===== config.mk =====
export PLATFORM = sky130hd
export DESIGN_NAME = updown_count_decoder_flat
export DESIGN_NICKNAME = d
export VERILOG_FILES = /design/src/rtl/updown_count_decoder_if.sv /design/src/rtl/updown_count_decoder.sv /design/src/flat_wrapper.sv
export SDC_FILE = /design/constraint.sdc
export NUM_CORES = 1
export LEC_CHECK = 0
export ABC_CLOCK_PERIOD_IN_PS = 7800
export CELL_PAD_IN_SITES_DETAIL_PLACEMENT = 1
export CELL_PAD_IN_SITES_GLOBAL_PLACEMENT = 2
export CORE_ASPECT_RATIO = 1.1
export CORE_MARGIN = 2
export CORE_UTILIZATION = 26
export DETAILED_ROUTE_END_ITERATION = 6
export PLACE_DENSITY = 0.64
export SYNTH_ARGS = -nofsm -noshare
export SYNTH_HDL_FRONTEND = slang
export SYNTH_SLANG_ARGS = --single-unit

===== constraint.sdc =====
create_clock -name clk -period 7.8 [get_ports clk]
set_input_delay 1.56 -clock clk [delete_from_list [all_inputs] [get_ports clk]]
set_output_delay 1.56 -clock clk [all_outputs]
set_load 0.02 [all_outputs]

===== src/rtl/updown_count_decoder_if.sv =====
// Bus between the counter-observing side and the direction decoder.
// The master drives samples; the slave (decoder) returns decoded direction and status.
interface updown_count_decoder_if #(
  parameter int WIDTH = 3,
  parameter int POS_W = 8,
  parameter int ERR_W = 4
);
  // cnt_valid qualifies cnt_in for exactly one cycle; there is no ready, so the
  // decoder accepts every valid sample, and every output is a registered result.
  logic             cnt_valid;
  logic [WIDTH-1:0] cnt_in;
  logic             pos_clr;
  logic             dir_valid;
  logic             dir_out;
  logic             err;
  logic             locked;
  logic [ERR_W-1:0] err_count;
  logic [POS_W-1:0] pos;
  logic [1:0]       state_dbg;

  modport master (
    output cnt_valid, cnt_in, pos_clr,
    input  dir_valid, dir_out, err, locked, err_count, pos, state_dbg
  );

  modport slave (
    input  cnt_valid, cnt_in, pos_clr,
    output dir_valid, dir_out, err, locked, err_count, pos, state_dbg
  );
endinterface


===== src/rtl/updown_count_decoder.sv =====
// Observer for the up/down counter: regenerates step direction from successive
// count values, flags illegal jumps, tracks lock and accumulates displacement.
module updown_count_decoder #(
  parameter int WIDTH    = 3,
  parameter int LOCK_CNT = 4,
  parameter int POS_W    = 8,
  parameter int ERR_W    = 4
) (
  input logic clk,
  input logic rst,
  updown_count_decoder_if.slave bus
);

  typedef enum logic [1:0] {
    EMPTY  = 2'd0,
    ACQ    = 2'd1,
    LOCKED = 2'd2
  } state_t;

  localparam logic [WIDTH-1:0] CNT_ONE = 1;
  localparam logic [POS_W-1:0] POS_ONE = 1;
  localparam logic [ERR_W-1:0] ERR_ONE = 1;
  localparam logic [ERR_W-1:0] ERR_MAX = '1;
  localparam logic [3:0]       LOCK_N  = 4'(LOCK_CNT);

  state_t           state, state_nxt;
  logic [WIDTH-1:0] prev, prev_nxt;
  logic [3:0]       run, run_nxt;
  logic             dv_r, dv_nxt;
  logic             dir_r, dir_nxt;
  logic             err_r, err_nxt;
  logic [ERR_W-1:0] errc_r, errc_nxt;
  logic [POS_W-1:0] pos_r, pos_nxt;

  logic [WIDTH-1:0] delta;
  logic             is_up, is_dn, is_stall;

  // Modular difference makes both wrap directions look like ordinary steps.
  assign delta    = bus.cnt_in - prev;
  assign is_up    = (delta == CNT_ONE);
  assign is_dn    = (delta == {WIDTH{1'b1}});
  assign is_stall = (delta == '0);

  always_ff @(posedge clk) begin
    if (rst) begin
      state  <= EMPTY;
      prev   <= '0;
      run    <= '0;
      dv_r   <= 1'b0;
      dir_r  <= 1'b0;
      err_r  <= 1'b0;
      errc_r <= '0;
      pos_r  <= '0;
    end else begin
      state  <= state_nxt;
      prev   <= prev_nxt;
      run    <= run_nxt;
      dv_r   <= dv_nxt;
      dir_r  <= dir_nxt;
      err_r  <= err_nxt;
      errc_r <= errc_nxt;
      pos_r  <= pos_nxt;
    end
  end

  always_comb begin
    state_nxt = state;
    prev_nxt  = prev;
    run_nxt   = run;
    dv_nxt    = 1'b0;
    dir_nxt   = dir_r;
    err_nxt   = 1'b0;
    errc_nxt  = errc_r;
    pos_nxt   = pos_r;

    if (bus.cnt_valid) begin
      prev_nxt = bus.cnt_in;
      case (state)
        EMPTY: begin
          state_nxt = ACQ;
          run_nxt   = '0;
        end
        ACQ, LOCKED: begin
          if (is_up || is_dn) begin
            dv_nxt  = 1'b1;
            dir_nxt = is_up;
            pos_nxt = is_up ? (pos_r + POS_ONE) : (pos_r - POS_ONE);
            if (state == ACQ) begin
              run_nxt = run + 4'd1;
              if (run + 4'd1 == LOCK_N) state_nxt = LOCKED;
            end
          end else if (!is_stall) begin
            // Illegal jump: resync on the new value and start acquiring again.
            err_nxt   = 1'b1;
            errc_nxt  = (errc_r == ERR_MAX) ? errc_r : (errc_r + ERR_ONE);
            run_nxt   = '0;
            state_nxt = ACQ;
          end
        end
        default: state_nxt = EMPTY;
      endcase
    end

    if (bus.pos_clr) pos_nxt = '0;
  end

  assign bus.dir_valid = dv_r;
  assign bus.dir_out   = dir_r;
  assign bus.err       = err_r;
  assign bus.locked    = (state == LOCKED);
  assign bus.err_count = errc_r;
  assign bus.pos       = pos_r;
  assign bus.state_dbg = state;

endmodule

===== src/flat_wrapper.sv =====
// flat-port wrapper written by rule: the top's interface ports become plain ports
module updown_count_decoder_flat 
#(
  parameter int WIDTH    = 3,
  parameter int LOCK_CNT = 4,
  parameter int POS_W    = 8,
  parameter int ERR_W    = 4
)
  (clk, rst, bus_cnt_valid, bus_cnt_in, bus_pos_clr, bus_dir_valid, bus_dir_out, bus_err, bus_locked, bus_err_count, bus_pos, bus_state_dbg);
  updown_count_decoder_if #(.WIDTH(WIDTH), .POS_W(POS_W), .ERR_W(ERR_W)) bus_i ();
  input logic clk;
  input logic rst;
  input wire logic [$bits(bus_i.cnt_valid)-1:0] bus_cnt_valid;
  input wire logic [$bits(bus_i.cnt_in)-1:0] bus_cnt_in;
  input wire logic [$bits(bus_i.pos_clr)-1:0] bus_pos_clr;
  output wire logic [$bits(bus_i.dir_valid)-1:0] bus_dir_valid;
  output wire logic [$bits(bus_i.dir_out)-1:0] bus_dir_out;
  output wire logic [$bits(bus_i.err)-1:0] bus_err;
  output wire logic [$bits(bus_i.locked)-1:0] bus_locked;
  output wire logic [$bits(bus_i.err_count)-1:0] bus_err_count;
  output wire logic [$bits(bus_i.pos)-1:0] bus_pos;
  output wire logic [$bits(bus_i.state_dbg)-1:0] bus_state_dbg;
  assign bus_i.cnt_valid = bus_cnt_valid;
  assign bus_i.cnt_in = bus_cnt_in;
  assign bus_i.pos_clr = bus_pos_clr;
  assign bus_dir_valid = bus_i.dir_valid;
  assign bus_dir_out = bus_i.dir_out;
  assign bus_err = bus_i.err;
  assign bus_locked = bus_i.locked;
  assign bus_err_count = bus_i.err_count;
  assign bus_pos = bus_i.pos;
  assign bus_state_dbg = bus_i.state_dbg;
  updown_count_decoder #(.WIDTH(WIDTH), .LOCK_CNT(LOCK_CNT), .POS_W(POS_W), .ERR_W(ERR_W)) u_core (.clk(clk), .rst(rst), .bus(bus_i));
endmodule

# After elaboration in Yosys (flattened, before gate mapping)
# Index checks and enable logic that the tools add are counted.
[word_totals]
register_bits = 24
input_bits = 7
elab_cells = 51
[op_classes]
n_addsub = 5
eq_ne = 9
mux = 12
bitwise = 5
reduce_logical = 12
[op_table]
columns = ["op", "count"]
rows = [
  ["$mux 4", 3],
  ["$ne 3x3->1 const B", 3],
  ["$add 4x1->4 const B", 2],
  ["$add 8x1->8 const B", 1],
  ["$mux 2", 4],
  ["$mux 8", 1],
  ["$pmux 4 s2", 1],
  ["$reduce_and 4->1", 2],
  ["$sub 8x1->8 const B", 1],
  ["$not 1->1", 5],
  ["$reduce_and 5->1", 1],
  ["$eq 4x3->1 const B", 1],
  ["$eq 4x4->1 const B", 1],
  ["$pmux 2 s2", 1],
  ["$reduce_or 2->1", 2],
  ["$reduce_or 4->1", 1],
  ["$eq 3x1->1 const B", 1],
  ["$eq 3x3->1 const B", 1],
  ["$logic_not 3->1", 1],
  ["$reduce_and 3->1", 1],
  ["$reduce_or 3->1", 1],
  ["$sub 3x3->3", 1],
  ["$eq 2x1->1 const B", 1],
  ["$eq 2x2->1 const B", 1],
  ["other kinds (4)", 5],
]

# Depth between registers and ports, before layout
# Gate-level depths: netlist of run 1.
[depth]
depth_word = 6
ltp_mapped = 12

# Worst setup path after synthesis of run 1
# OpenSTA, ideal clock, no wires.
[synth_timing]
path_kind = "in2reg"
from = "in bus_cnt_in[0]"
to = "reg u_core.pos_r[6], in the netlist u_core.bus.pos[6]"
setup_time_ns = 0.132
t_arrival_ns = 4.293
t_required_ns = 7.668
slack_ns = 3.375
stages = 12
n_path_buf = 0
path_cell_list = "inv_1 ha_1 fa_1 xor3_1 nor3b_1 inv_1 ha_1 nor2b_1 a221oi_1 mux2i_1 a31o_2 a21oi_1"
[synth_via]
elab_chain_cells = 4
elab_cells_between_ends = 6
[synth_rtl]
columns = ["item", "line_no", "rtl"]
rows = [
  ["from (decl)", "flat_wrapper.sv:14", "input wire logic [$bits(bus_i.cnt_in)-1:0] bus_cnt_in;"],
  ["$sub 3x3->3 (*)", "updown_count_decoder.sv:39", "assign delta = bus.cnt_in - prev;"],
  ["$eq 3x1->1 (*)", "updown_count_decoder.sv:40", "assign is_up = (delta == CNT_ONE);"],
  ["named net u_core.is_up", "updown_count_decoder.sv:36", "logic is_up, is_dn, is_stall;"],
  ["$logic_or 1x1->1", "updown_count_decoder.sv:84", "if (is_up || is_dn) begin"],
  ["$reduce_and 3->1 (no line)", "--", ""],
  ["to (signal assigned)", "updown_count_decoder.sv:62", "pos_r <= pos_nxt;"],
  ["to (decl)", "updown_count_decoder.sv:33", "logic [POS_W-1:0] pos_r, pos_nxt;"],
]
# Mark *: on every way through the listed nets, which the timed path passes. The rest lies on a longest branch.
# A chain may end at the register's enable or synchronous reset.

# Worst setup path after layout of run 1
# Same ends and word-level chain as after synthesis.

==> results of run 1 <==
[through the flow]
stage,util,std cells
global placement,0.325,271
detailed placement,0.325,271
CTS,0.337,275
floorplan,-,175
global route,0.337,275
finish,0.337,275
[path summary, 6_finish.rpt]
path                                                      from                             end  slack (ps)  cells after the start
worst max register to register     u_core.prev[0]$_SDFFE_PP0P_  u_core.bus.pos[6]$_SDFFE_PP0P_        4220                     11
worst min-delay path            u_core.bus.pos[6]$_SDFFE_PP0P_  u_core.bus.pos[6]$_SDFFE_PP0P_         490                      2
worst max-delay path                             bus_cnt_in[0]  u_core.bus.pos[6]$_SDFFE_PP0P_        2730                     13
worst min register to register  u_core.bus.pos[6]$_SDFFE_PP0P_  u_core.bus.pos[6]$_SDFFE_PP0P_         490                      2
[worst max-delay path: cells and delay by family]
family	cells	cell delay, ps
adders and majority gates	3	990
buffers and inverters	3	800
AOI/OAI and AO/OA	3	670
and+or+nand+nor	2	660
xor gates and xnor gates	1	280
muxes	1	240
[power by group through the flow]
stage / Combinational (W) / Sequential [W] / Clock (W)
2_1_floorplan: 0.0000483 / 0.000134 / 0
3_3_place_gp: 0.0000682 / 0.000132 / 0
3_5_place_dp: 0.0000713 / 0.000132 / 0
4_1_cts: 0.0000717 / 0.000129 / 0.000118
5_1_grt: 0.0000787 / 0.000129 / 0.000121
6_report: 0.0000706 / 0.000129 / 0.000112
[cell type report]
cell class | instances | area, um2
Tap cell | 77 | 96.3
Multi-Input combinational cell | 135 | 1030
Fill cell | 708 | 3850
Clock inverter | 1 | 30.0
Inverter | 11 | 41.3
Sequential cell | 24 | 480
Clock buffer | 3 | 41.3
Timing Repair Buffer | 24 | 240
[routing by layer]
| layer | global-route usage | share of wire | wire length, um |
|---|---|---|---|
| met3 | 0.0160 | 0.017 | 68 |
| met5 | 0 | 0 | 0 |
| met1 | 0.152 | 0.43 | 1760 |
| met2 | 0.252 | 0.54 | 2210 |
| met4 | 0.0383 | 0.0059 | 24 |
[flip-flops by register name, indices dropped and copies added (netlist names)]
signal	flops
u_core.prev	3
u_core.bus.err_count	4
u_core.run	4
u_core.bus.state_dbg	2
u_core.bus.dir_out	1
u_core.bus.dir_valid	1
u_core.bus.pos	8
u_core.bus.err	1
[cells in the mapped netlist, types with 3 or more instances]
cell type  instances  area share
inv_1             11       0.026
mux2i_1            7       0.045
dfxtp_1           24        0.31
nand2_1           12       0.029
clkbuf_1           3      0.0072
nor3_1             3      0.0096
xor2_1             4       0.022
nand2b_1           3       0.012
nor2_1            18       0.043
ha_1              15        0.12
and3_1             5       0.020
nor2b_1            4       0.016
nand3_1            8       0.026
xnor2_1            4       0.022
a21oi_1            8       0.026
[cells by family (layout without fill, tap and decap cells)]
| family | Yosys count | in the layout | share of synthesized area |
|---|---|---|---|
| DFF | 24 | 24 | 0.306 |
| adders and majority gates | 17 | 17 | 0.145 |
| AOI/OAI and AO/OA | 34 | 34 | 0.162 |
| muxes | 8 | 8 | 0.0519 |
| xor gates and xnor gates | 11 | 11 | 0.0846 |
| buffers and inverters | 16 | 39 | 0.0391 |
| and+or+nand+nor | 65 | 65 | 0.211 |
==> reports/metrics.cfg, run 1 <==
[route]
drt-initial-drc-count = 44
via_per_inst = 4.86
routed_wl_mm = 4.07
first_pass_iters = 4
drc_errors = 0
postRouteAntennaNets = 0
wl_per_cell_um = 14.8
num_vias = 1337

[place]
gp_congestion = 0.736
port_buffers = 24
dpl_cell_area_mm2 = 0.00188
pre_cts_ws_ps = 2410
dp_hpwl_mm = 3.20

[layout]
layout.nets = 223
layout_common_cells = 24 x clkdlybuf4s50_1, 24 x dfxtp_1, 18 x nor2_1, 15 x ha_1, 12 x nand2_1
post_route_cells_drive_above_1_share = 0.0657
antenna_cells = 0
fin_area_mm2 = 0.00196
area_delta_synth_final_pct = 24.7

[synthesis]
syn_avg_cell_area_um2 = 8.96
netlist_instances = 175
yosysSeqAreaShare = 0.306
synth_nets = 199
ys.flop_type = dfxtp_1
synth_warnings = 0
synth_area_mm2 = 0.00157
synth_cell_types = 51
synth-seq-cells = 24
synth_edf_count = 0
async_reset_ff_frac = 0

[clock_network]
cts_root_buf = clkbuf_8
clkLatencyLatePin_ps = 270
cts_resized = 0
clock_path_buffers = 2
numCtsBuffers = 3
path_clk_slew_ps = 90
holdBufCountCts = 0
htree_levels = 1
cts_post_setup_buffers_inserted = 0
cts.sinks = 24
cts_tree = built

[global_routing]
grt-ovfl-total = 0
grt_pass1_vias = 1436
track_usage = 0.132
grt_first_pass_wirelength_mm = 6.93
grt_max_degree = 19
antenna_found_initial = 0

[die]
rows = 29
core_mm2 = 0.00581
die_y_um = 85.4
die_w_um = 78.0
ios = 25
initial_core_util = 0.270
die-area_mm2 = 0.00667

[setup_path]
criticalPathCategory = input port to flip-flop
crit_chain = clkdlybuf4s50_1 > inv_1 > ha_1 > fa_1 > xor3_1 > nor3b_1 > inv_1 > ha_1 > nor2b_1 > a221oi_1 > mux2i_1 > a31o_2 > a21oi_1
startpoint_type = input port
cp-end-kind = flip-flop
critical_path.max_stage_delay_ps = 510
required_ps = 7960
arrival_ps = 5230
critPathSlowestCell = nor3b_1
critPathMaxFanout = 7

[power]
irDropWorstVdd_mv = 0.0617
switching_share = 0.277
p_seq_frac = 0.413
power_w = 0.000312
cellLeakagePower_nw = 0.819
switching_power_w = 0.0000862
combPwrFrac = 0.226
internal_power_w = 0.000225
power_density_mw_per_mm2 = 159
p_clk_frac = 0.360

[sta]
rsz0062_at_grt = no
fin_crit_ps = 5070
setup_violations = 0
clock_skew_ps = 7.92
maxSlewHeadroom = 0.501
setup_tns_ps = 0
post-route-period-util = 0.650
timing.hold.ws_ps = 494
drv_slew = 0
fmax_ghz = 0.197
setup_slack_ps = 2730
tightestPinTransition_ps = 745
hold_violations = 0

[flow_run]
maxCapViolations = 0

[worst_hold_path]
hold_class = flip-flop to flip-flop

[outcome]
outcome = completed

No activity file was read; power rests on OpenSTA's default activity.
==> inputs of run 2 (changes only) <==
ABC_CLOCK_PERIOD_IN_PS = 4400   (was 7800)
PLACE_DENSITY = 0.66   (was 0.64)
clock period = 4.4 ns   (was 7.8 ns; I/O delays follow)
==> reports/metrics.cfg, run 2 (same netlist as run 1, synthesis figures left out) <==
[setup_path]
critPathMaxFanout = 7  ; unchanged
regToRegStartpoint = u_core.prev[0]$_SDFFE_PP0P_  ; unchanged
required_ps = 4560  ; was 7960 ps
reg2reg_to = u_core.bus.pos[6]$_SDFFE_PP0P_  ; unchanged
arrival_ps = 4120  ; was 5230 ps
cp-end-kind = flip-flop  ; unchanged
startpoint_type = input port  ; unchanged
r2r_cells = 11  ; unchanged
criticalPathCategory = input port to flip-flop  ; unchanged
r2r_slack_ps = 1280  ; was 4220 ps

[die]
rows = 29  ; unchanged
die_y_um = 85.4  ; unchanged
core_mm2 = 0.00581  ; unchanged
initial_core_util = 0.270  ; unchanged
die_w_um = 78.0  ; unchanged
ios = 25  ; unchanged
die-area_mm2 = 0.00667  ; unchanged

[power]
cellLeakagePower_nw = 0.832  ; was 0.819 nW
irDropWorstVdd_mv = 0.101  ; was 0.0617 mV
power_density_mw_per_mm2 = 261  ; was 159 mW/mm2
power_w = 0.000514  ; was 0.000312 W

[route]
via_per_inst = 4.82  ; was 4.86
drt-initial-drc-count = 24  ; was 44
first_pass_iters = 2  ; was 4
wl_per_cell_um = 13.7  ; was 14.8 um
routed_wl_mm = 3.83  ; was 4.07 mm
postRouteAntennaNets = 0  ; unchanged
drc_errors = 0  ; unchanged
num_vias = 1344  ; was 1337

[clock_network]
holdBufCountCts = 0  ; unchanged
clkLatencyLatePin_ps = 270  ; about the same
cts_tree = built  ; unchanged
cts.sinks = 24  ; unchanged
cts_post_setup_buffers_inserted = 0  ; unchanged
htree_levels = 1  ; unchanged
numCtsBuffers = 3  ; unchanged
path_clk_slew_ps = 90  ; about the same
cts_resized = 0  ; unchanged
clock_path_buffers = 2  ; unchanged
cts_root_buf = clkbuf_8  ; unchanged

[worst_hold_path]
hold_depth = 2  ; unchanged
hold_class = flip-flop to flip-flop  ; unchanged
min_from = u_core.bus.pos[7]$_SDFFE_PP0P_  ; was u_core.bus.pos[6]$_SDFFE_PP0P_
holdPathEnd = u_core.bus.pos[7]$_SDFFE_PP0P_  ; was u_core.bus.pos[6]$_SDFFE_PP0P_

[sta]
fmax_ghz = 0.253
rsz0062_at_grt = no  ; unchanged
post-route-period-util = 0.899
tightestPinTransition_ps = 781  ; was 745 ps
setup_violations = 0  ; unchanged
setup_tns_ps = 0  ; unchanged
drv_slew = 0  ; unchanged
maxSlewHeadroom = 0.477  ; was 0.501
clock_skew_ps = 1.43  ; was 7.92 ps
fin_crit_ps = 3960
hold_violations = 0  ; unchanged

[global_routing]
grt_use_met3 = 0.0223  ; was 0.0160
grt-ovfl-total = 0  ; unchanged
grt_first_pass_wirelength_mm = 6.57  ; was 6.93 mm
grt_pass1_vias = 1456  ; was 1436
grt_max_degree = 19  ; unchanged
track_usage = 0.121  ; was 0.132
antenna_found_initial = 0  ; unchanged
grtUsageMet2 = 0.228  ; was 0.252
grt_util_met1 = 0.139  ; was 0.152
grt.busiest_layer = met2  ; unchanged

[layout]
final_cells = 279  ; was 275
utilization = 0.339  ; was 0.337
layout.nets = 227  ; was 223
largest_reg_flops = 8  ; unchanged
post_route_cells_drive_above_1_share = 0.0842  ; was 0.0657
fill_cells = 692  ; was 708
antenna_cells = 0  ; unchanged
area_delta_synth_final_pct = 25.6  ; was 24.7%
fin_area_mm2 = 0.00197  ; was 0.00196 mm2
layout_common_cells = 24 x clkdlybuf4s50_1, 24 x dfxtp_1, 18 x nor2_1, 15 x ha_1, 12 x nand2_1  ; unchanged

[place]
port_buffers = 24  ; unchanged
dp_hpwl_mm = 3.02  ; was 3.20 mm
dpl_cell_area_mm2 = 0.00191  ; was 0.00188 mm2
gp_congestion = 0.775  ; was 0.736
dp_cells = 275  ; was 271

[flow_run]
maxCapViolations = 0  ; unchanged

[outcome]
outcome = completed  ; unchanged

[run 2: cell count changes in the layout (fill, tap and decap cells not counted)]
cell       before  now
bufinv_16       1    0
clkbuf_8        3    4
buf_4           0    4
[run 2: layout make-up]
cell class              count  area, um2  share of cell area
multi-input cells         135       1030               0.521
repair buffers             28        270               0.137
flip-flops and latches     24        480               0.244
well taps                  77       96.3              0.0489
inverters                  11       41.3              0.0210
clock buffers               4       55.1              0.0280
[run 2: worst max-delay path by stage]
stage | startpoint | to | slack (ps) | cells after the start
floorplan | bus_cnt_in[0] | u_core.bus.pos[6]$_SDFFE_PP0P_ | 660 | 12
global placement | bus_cnt_in[0] | u_core.bus.pos[6]$_SDFFE_PP0P_ | 220 | 13
detailed placement | bus_cnt_in[0] | u_core.bus.pos[6]$_SDFFE_PP0P_ | 100 | 13
CTS | bus_cnt_in[0] | u_core.bus.pos[6]$_SDFFE_PP0P_ | 390 | 13
global route | bus_cnt_in[0] | u_core.bus.pos[6]$_SDFFE_PP0P_ | 200 | 13
finish | bus_cnt_in[0] | u_core.bus.pos[6]$_SDFFE_PP0P_ | 440 | 13
[run 2: report_power, final]
| part | leakage, nW | internal, W | switching (W) | total [W] |
|---|---|---|---|---|
| clock | 0.0288 | 0.0000800 | 0.0000751 | 0.000155 |
| sequential | 0.194 | 0.000223 | 0.00000498 | 0.000228 |
| combinational | 0.608 | 0.0000594 | 0.0000711 | 0.000131 |
| total | 0.832 | 0.000363 | 0.000151 | 0.000514 |
[run 2: worst max-delay path, cell delays in order]
cell and delay (ps):
clkdlybuf4s50_1 480, inv_1 50, ha_1 200, fa_1 410, xor3_1 230, nor3b_1 260, inv_1 200, ha_1 370
nor2b_1 150, a221oi_1 410, mux2i_1 250, a31o_2 170, a21oi_1 60
[run 2: routing by layer]
layer	part of all wire	vias up
li1	-	673
met1	0.47	655
met2	0.51	14
met3	0.023	2
met4	0.0063	0
met5	0	-
[run 2: stage by stage]
stage,hold slack [ps],worst slack (ps)
2_1_floorplan,465,655
3_3_place_gp,461,222
3_5_place_dp,489,101
4_1_cts,502,393
5_1_grt,522,199
6_report,498,443
==> inputs of run 3 (changes only) <==
CORE_ASPECT_RATIO = 0.9   (was 1.1)
CTS_CLUSTER_SIZE = 12   (was default)
==> reports/metrics.cfg, run 3 (same netlist as run 1, synthesis figures left out) <==
[power]
p_seq_frac = 0.412  ; was 0.444
switching_share = 0.271  ; was 0.294
p_clk_frac = 0.355  ; was 0.302
switching_power_w = 0.000150  ; was 0.000151 W
combPwrFrac = 0.232  ; was 0.254
cellLeakagePower_nw = 0.839  ; was 0.832 nW
irDropWorstVdd_mv = 0.110  ; was 0.101 mV
power_w = 0.000554  ; was 0.000514 W
power_density_mw_per_mm2 = 280  ; was 261 mW/mm2
internal_power_w = 0.000404  ; was 0.000363 W

[clock_network]
cts_resized = 0  ; unchanged
path_clk_slew_ps = 90  ; about the same
htree_levels = 1  ; unchanged
cts_root_buf = clkbuf_8  ; unchanged
holdBufCountCts = 0  ; unchanged
clock_path_buffers = 2  ; unchanged
cts_post_setup_buffers_inserted = 0  ; unchanged
numCtsBuffers = 3  ; unchanged
cts.sinks = 24  ; unchanged
clkLatencyLatePin_ps = 270  ; about the same
cts_tree = built  ; unchanged

[place]
dp_hpwl_mm = 2.98  ; was 3.02 mm
dpl_cell_area_mm2 = 0.00191  ; about the same
gp_congestion = 0.774  ; was 0.775
port_buffers = 24  ; unchanged
pre_cts_ws_ps = 88.1  ; was 101 ps

[die]
die_w_um = 85.9  ; was 78.0 um
ios = 25  ; unchanged
core_mm2 = 0.00576  ; was 0.00581 mm2
initial_core_util = 0.272  ; was 0.270
die_y_um = 77.7  ; was 85.4 um
die-area_mm2 = 0.00667  ; about the same
rows = 26  ; was 29

[route]
wl_per_cell_um = 14.1  ; was 13.7 um
drc_errors = 3  ; was 0
postRouteAntennaNets = 0  ; unchanged
first_pass_iters = 6  ; was 2
via_per_inst = 4.84  ; was 4.82
routed_wl_mm = 3.82  ; was 3.83 mm
drt-initial-drc-count = 52  ; was 24
num_vias = 1317  ; was 1344

[layout]
antenna_cells = 0  ; unchanged
post_route_cells_drive_above_1_share = 0.0842  ; unchanged
area_delta_synth_final_pct = 26.1  ; was 25.6%
fin_area_mm2 = 0.00198  ; was 0.00197 mm2
fill_cells = 654  ; was 692
multi_input_area_mm2 = 0.00103  ; unchanged
layout_common_cells = 24 x clkdlybuf4s50_1, 24 x dfxtp_1, 18 x nor2_1, 15 x ha_1, 12 x nand2_1  ; unchanged
largest_reg_flops = 8  ; unchanged
layout.nets = 227  ; unchanged
seqCellArea_um2 = 480  ; unchanged

[sta]
timing.hold.ws_ps = 497  ; was 498 ps
clock_skew_ps = 3.09  ; was 1.43 ps
fmax_ghz = 0.251  ; was 0.253 GHz
rsz0062_at_grt = no  ; unchanged
fin_crit_ps = 3980  ; was 3960 ps
setup_slack_ps = 418  ; was 443 ps
tightestPinTransition_ps = 814  ; was 781 ps
post-route-period-util = 0.905  ; was 0.899
setup_tns_ps = 0  ; unchanged
setup_violations = 0  ; unchanged
hold_violations = 0  ; unchanged
drv_slew = 0  ; unchanged
maxSlewHeadroom = 0.456  ; was 0.477

[global_routing]
antenna_found_initial = 0  ; unchanged
grt_max_degree = 19  ; unchanged
grt_pass1_vias = 1409  ; was 1456
grt-ovfl-total = 0  ; unchanged
grt_first_pass_wirelength_mm = 6.69  ; was 6.57 mm
track_usage = 0.123  ; was 0.121

[setup_path]
startpoint_type = input port  ; unchanged
reg2reg_to = u_core.bus.pos[6]$_SDFFE_PP0P_  ; unchanged
r2r_slack_ps = 1230  ; was 1280 ps
criticalPathCategory = input port to flip-flop  ; unchanged
arrival_ps = 4140  ; was 4120 ps
cp-end-kind = flip-flop  ; unchanged
regToRegStartpoint = u_core.prev[0]$_SDFFE_PP0P_  ; unchanged
r2r_cells = 11  ; unchanged
critPathMaxFanout = 7  ; unchanged
required_ps = 4560  ; about the same

[worst_hold_path]
min_from = u_core.bus.err_count[1]$_SDFFE_PP0P_  ; was u_core.bus.pos[7]$_SDFFE_PP0P_
hold_depth = 2  ; unchanged
holdPathEnd = u_core.bus.err_count[1]$_SDFFE_PP0P_  ; was u_core.bus.pos[7]$_SDFFE_PP0P_
hold_class = flip-flop to flip-flop  ; unchanged

[flow_run]
maxCapViolations = 0  ; unchanged

[outcome]
outcome = finished, violations left  ; was completed
violations = design-rule violations

[run 3: changes by cell type in the layout (fill, tap and decap cells not counted), sizes merged]
cell    delta
clkbuf     -1
bufinv     +1
[run 3: worst max-delay path: stages]
cell and delay, ps:
clkdlybuf4s50_1 480, inv_1 50, ha_1 200, fa_1 400, xor3_1 220, nor3b_1 290, inv_1 220, ha_1 370
nor2b_1 150, a221oi_1 440, mux2i_1 240, a31o_2 150, a21oi_1 60
[run 3: per-stage QoR]
step / utilization / instances
6_report: 0.343 / 272
4_1_cts: 0.343 / 272
5_1_grt: 0.343 / 272
2_1_floorplan: - / 175
3_3_place_gp: 0.331 / 268
3_5_place_dp: 0.331 / 268
[run 3: how the worst max path moves through the flow]
| stage | from | endpoint | slack (ps) | cells past startpoint |
|---|---|---|---|---|
| global route | bus_cnt_in[0] | u_core.bus.pos[6]$_SDFFE_PP0P_ | 90 | 13 |
| finish | bus_cnt_in[0] | u_core.bus.pos[6]$_SDFFE_PP0P_ | 420 | 13 |
| CTS | bus_cnt_in[0] | u_core.bus.pos[6]$_SDFFE_PP0P_ | 380 | 13 |
| floorplan | bus_cnt_in[0] | u_core.bus.pos[6]$_SDFFE_PP0P_ | 660 | 12 |
| detailed placement | bus_cnt_in[0] | u_core.bus.pos[6]$_SDFFE_PP0P_ | 90 | 13 |
| global placement | bus_cnt_in[0] | u_core.bus.pos[6]$_SDFFE_PP0P_ | 180 | 13 |
[run 3: cell type report]
type	count	share of cell area
Clock buffer	3	0.0209
Clock inverter	1	0.0152
Inverter	11	0.0209
Multi-Input combinational cell	135	0.519
Sequential cell	24	0.243
Tap cell	70	0.0443
Timing Repair Buffer	28	0.137
[run 3: per-layer routing]
metal  track usage  up-vias  part of all wire
met5             0        -                 0
met3        0.0309        2             0.040
li1              -      675                 -
met1         0.165      620              0.51
met4        0.0286        0            0.0065
met2         0.200       20              0.45
[run 3: power by group through the flow]
stage / sequential, W / clock (W) / combinational, W
after floorplan: 0.000237 / 0 / 0.0000857
after global placement: 0.000233 / 0 / 0.000127
after detailed placement: 0.000234 / 0 / 0.000130
after CTS: 0.000229 / 0.000207 / 0.000131
after global routing: 0.000230 / 0.000214 / 0.000145
final: 0.000229 / 0.000197 / 0.000129
